[src/rtl/mod_counter_prog.sv]
// Runtime-programmable modulo counter: writable modulo, up/down counting,
// parallel load with clamping, and a one-shot mode with START/DONE handshake.
// Optional macro MOD_COUNTER_PROG_TOGGLE_EN enables the divided square output
// on TGL; without it TGL is tied low and no toggle register exists.
module mod_counter_prog #(
   parameter int unsigned W              = 27,
   parameter int unsigned DEFAULT_MODULO = 100000000
) (
   input  logic         CLK,
   input  logic         RST_N,
   input  logic         CE,
   input  logic         CLR,
   input  logic         LOAD,
   input  logic [W-1:0] D,
   input  logic         MOD_WE,
   input  logic [W-1:0] MOD_D,
   input  logic         DIR,
   input  logic         ONESHOT,
   input  logic         START,
   output logic [W-1:0] Q,
   output logic         CO,
   output logic         BUSY,
   output logic         DONE,
   output logic         TGL
);

   localparam logic [W-1:0] ONE       = W'(1);
   localparam logic [W-1:0] MOD_RESET = W'(DEFAULT_MODULO);

   typedef enum logic {
      IDLE  = 1'b0,
      COUNT = 1'b1
   } state_t;

   state_t       state;
   state_t       state_next;
   logic [W-1:0] modulo;
   logic [W-1:0] term;
   logic [W-1:0] start_val;
   logic [W-1:0] mod_start;
   logic         gate;
   logic         mod_wr;
   logic         done_next;

   // Terminal/start values for the current direction, count gate and carry-out
   always_comb begin
      term      = DIR ? '0 : modulo - ONE;
      start_val = DIR ? modulo - ONE : '0;
      mod_start = DIR ? MOD_D - ONE : '0;
      mod_wr    = MOD_WE && (MOD_D != '0);
      gate      = CE && (!ONESHOT || (state == COUNT));
      CO        = gate && (Q == term);
   end

   // One-shot state register
   always_ff @(posedge CLK or negedge RST_N) begin
      if (!RST_N) state <= IDLE;
      else        state <= state_next;
   end

   // One-shot next-state: start on strobe, end on carry, abort on clear or mode drop
   always_comb begin
      state_next = state;
      case (state)
         IDLE:    if (START && ONESHOT && !CLR) state_next = COUNT;
         COUNT:   if (CLR || !ONESHOT || CO)    state_next = IDLE;
         default: state_next = IDLE;
      endcase
   end

   // One-shot outputs: busy level and completion strobe for the DONE register
   always_comb begin
      BUSY      = (state == COUNT) && ONESHOT;
      done_next = (state == COUNT) && ONESHOT && CO && !CLR;
   end

   // Count and modulo registers; clear > modulo write > load > count
   always_ff @(posedge CLK or negedge RST_N) begin
      if (!RST_N) begin
         Q      <= '0;
         modulo <= MOD_RESET;
      end else if (CLR) begin
         Q      <= '0;
      end else if (mod_wr) begin
         modulo <= MOD_D;
         Q      <= mod_start;
      end else if (LOAD) begin
         Q      <= (D < modulo) ? D : modulo - ONE;
      end else if (gate) begin
         if (Q == term) Q <= start_val;
         else if (DIR)  Q <= Q - ONE;
         else           Q <= Q + ONE;
      end
   end

   // Single-cycle completion pulse
   always_ff @(posedge CLK or negedge RST_N) begin
      if (!RST_N) DONE <= 1'b0;
      else        DONE <= done_next;
   end

`ifdef MOD_COUNTER_PROG_TOGGLE_EN
   // Divided square wave: flips on every carry, cleared by CLR
   always_ff @(posedge CLK or negedge RST_N) begin
      if (!RST_N)   TGL <= 1'b0;
      else if (CLR) TGL <= 1'b0;
      else if (CO)  TGL <= ~TGL;
   end
`else
   assign TGL = 1'b0;
`endif

endmodule

[config.mk]
export PLATFORM = sky130hd
export DESIGN_NAME = mod_counter_prog
export DESIGN_NICKNAME = d
export VERILOG_FILES = /design/src/rtl/mod_counter_prog.sv
export SDC_FILE = /design/constraint.sdc
export NUM_CORES = 1
export LEC_CHECK = 0
export CORE_MARGIN = 2
export CORE_UTILIZATION = 60
export DETAILED_ROUTE_END_ITERATION = 12
export PLACE_DENSITY = 0.92
export SLEW_MARGIN = 25
export SYNTH_ARGS = -nofsm -noshare
export SYNTH_HDL_FRONTEND = slang
export SYNTH_SLANG_ARGS = --single-unit
export TNS_END_PERCENT = 50
[constraint.sdc]
create_clock -name CLK -period 6.7 [get_ports CLK]
set_input_delay 1.34 -clock CLK [delete_from_list [all_inputs] [get_ports CLK]]
set_output_delay 1.34 -clock CLK [all_outputs]
set_load 0.01 [all_outputs]
==> metrics.yaml <==
placed_design:
  pre_cts_slack_ns: 1.137
  place_congestion: 1.087
  dpl.cell_count: 1138
  dp_hpwl_um: 19070
  io_buffer_count: 92
synth:
  synth_top_area_share_pct: 15.18
  synth_compound_area_share_pct: 25.38
  syn_avg_cell_area_um2: 7.836
  synthTopCellsByArea: "dfrtp_1 (15%), ha_1 (9.3%), a21oi_1 (5.9%)"
  synth_top_family_by_area: "compound AO/OA/AOI/OAI gates"
  synth_xor_area_share_pct: 8.708
  synth_fa_ha_area_share_pct: 9.588
  synth_common_cells: "a21oi_1 (85), nand2_1 (75), nor2_1 (70), ha_1 (54), inv_1 (54)"
  synthArstFlopShare_pct: 100.0
  syn_inst: 926
  synth_edf_count: 0
  yosys.area.top_type: "dfrtp_1"
  synth.most_common_cell: "a21oi_1"
  synth.distinct_cells: 85
  ys_ff_latch: 56
  synth-seq-area-share_pct: 19.52
  ys_warn_count: 0
  synth.area.mux_share_pct: 8.415
  syn-cell-area_mm2: 0.007256
  synth-simple-area-share_pct: 23.28
  synth_flop_cell: "dfrtp_1"
  syn-num-nets: 1044
global_route:
  grt_max_degree: 57
  grt-ovfl-total: 0
  track_usage_pct: 37.39
  antenna_found_initial: 0
  grt_pass1_wl_um: 38290
  grt_pass1_vias: 7202
critical_path:
  crit_required_ns: 5.36
  crit_type: "flop to primary output"
  arrival_ns: 4.34
  critPathLaunchType: "flop"
  crit_fanout: 12
  crit_path_end_kind: "primary output"
power_and_ir_drop:
  p_total_uw: 1660
  irDropWorstVdd_uv: 140.5
  leakage_uw: 0.003533
  power.density_mw_per_mm2: 196.4
clocking:
  cts_resized: 0
  clk_pin_slew_ns: 0.07
  cts_tree: "yes"
  hold_buffers: 0
  cts_max_path_buffers: 2
  postCtsSetupBuffers: 0
  numClockSinks: 56
  worst_skew_pair.late_latency_ns: 0.30
  cts-buffers-inserted: 5
  htree_levels: 2
  cts_root_buf: "clkbuf_16"
detailed_routing:
  viasPerCell: 6.791
  dr.first_iter.drc_count: 1017
  num_vias: 7782
  drtAntennaViolNets: 0
  wl_um: 24030
  drc: 0
  drtPass1Iterations: 6
  wl_per_cell_um: 20.97
sta:
  hold_slack_ns: 0.5852
  finalSetupViolCount: 0
  relSlewSlack_pct: 32.45
  fin_ws_ns: 1.017
  worst_clock_skew_ns: 0.006300
  final_max_slew_viol_count: 0
  fin_crit_sh_pct: 84.83
  hold_viol_final: 0
  min_period_ns: 5.683
  rsz0062_at_grt: "no"
  worst_slew_pin_slew_ns: 0.9877
  timing.fmax_ghz: 0.1760
  fin_tns_setup_ns: 0
final_layout:
  area_delta_synth_final_pct: 16.54
  fin_cells: 1146
  drive_gt1_share_pct: 9.309
  n_antenna_cell: 0
  num-nets-final: 1116
floorplanning:
  die_h_um: 114.0
  rows: 40
  core_mm2: 0.01191
  die_w_um: 114.0
  die-area_mm2: 0.01299
  io_pins: 94
  start_util_pct: 60.91
outcome:
  status: "finished clean"
flow_run:
  maxCapViolations: 0
min_path:
  hp-class: "flop to flop"
[layout by cell type (no fill, tap or decap), types with 7 or more instances in the layout]
cell type and n:
nor4_1 20, nand2b_1 7, nand4_1 14, nand2_1 75, o211ai_1 9, mux2_2 29
clkdlybuf4s50_1 90, xnor2_1 41, nor3_1 33, and3_1 7, nor2b_1 7, and2_1 7
mux2i_1 25, a211oi_1 14, or4_1 10, inv_1 54, nor2_1 69, dfstp_2 12
o21bai_1 7, xor2_1 26, buf_4 13, o21ai_0 39, ha_1 54, a21oi_1 85
o21a_1 9, a21o_1 17, nand3_1 18, dfrtp_1 44, a31oi_1 9, or2_2 10
and4_1 7
[through the flow]
stage               instance area (µm²)  utilization [%]
CTS                                8456            70.99
global placement                   8305            69.73
floorplan                          7256                -
detailed placement                 8305            69.73
finish                             8456            70.99
global route                       8456            70.99
[metal layers]
| metal | vias to the layer above | global-route usage [%] | wire [µm] |
|---|---|---|---|
| met5 | - | 0 | 0 |
| met3 | 63 | 6.854 | 2684 |
| met4 | 0 | 13.09 | 768 |
| met2 | 507 | 57.30 | 10610 |
| met1 | 3581 | 52.99 | 9967 |
| li1 | 3631 | - | - |
[worst max-delay path, stage by stage (launching register included)]
cell and delay [ns]:
dfrtp_1 0.54, inv_1 0.13, ha_1 0.38, nor3b_1 0.22, xnor2_1 0.54, mux2_2 0.40, nor4_1 0.19, nand4_1 0.13
nor4_1 0.48, nand3_1 0.13, nor2_1 0.14, nand2_1 0.10, nor2_1 0.11, clkdlybuf4s50_1 0.54
[logic make-up (layout without fill, tap and decap cells)]
group	count (synthesis)	after routing
mux	57	57
fa+ha+maj	55	55
simple gates	318	318
flops	56	56
other cells	1	1
buf+inv	94	167
xor+xnor	69	69
compound gates	276	276
[state kept, by name (all words and copies together), names as in the netlist]
name / flops
modulo: 27
DONE: 1
state: 1
Q: 27
[power breakdown]
part | switching (µW) | internal, µW
Clock | 127 | 150
Sequential | 103 | 394
Combinational | 484 | 403
[final timing paths]
| kind | startpoint | endpoint | slack, ns | depth (start not counted) |
|---|---|---|---|---|
| setup reg to reg | modulo[0] | Q[0] | 1.95 | 12 |
| min in group asynchronous | RST_N | Q[18] | 1.19 | 2 |
| max in group asynchronous | RST_N | modulo[10] | 5.02 | 2 |
| hold reg to reg | modulo[1] | modulo[1] | 0.59 | 2 |
| hold / removal | modulo[1] | modulo[1] | 0.59 | 2 |
| setup / recovery | modulo[0] | CO | 1.02 | 13 |
[final cells by class]
class,instances,area (µm²)
multi-input cells,776,5494
repair buffers,105,1008
clock buffers,7,142.6
flip-flops and latches,56,1416
clock inverters,1,7.507
fillers,949,3456
well taps,147,183.9
inverters,54,202.7
No activity file was read; power rests on OpenSTA's default activity.
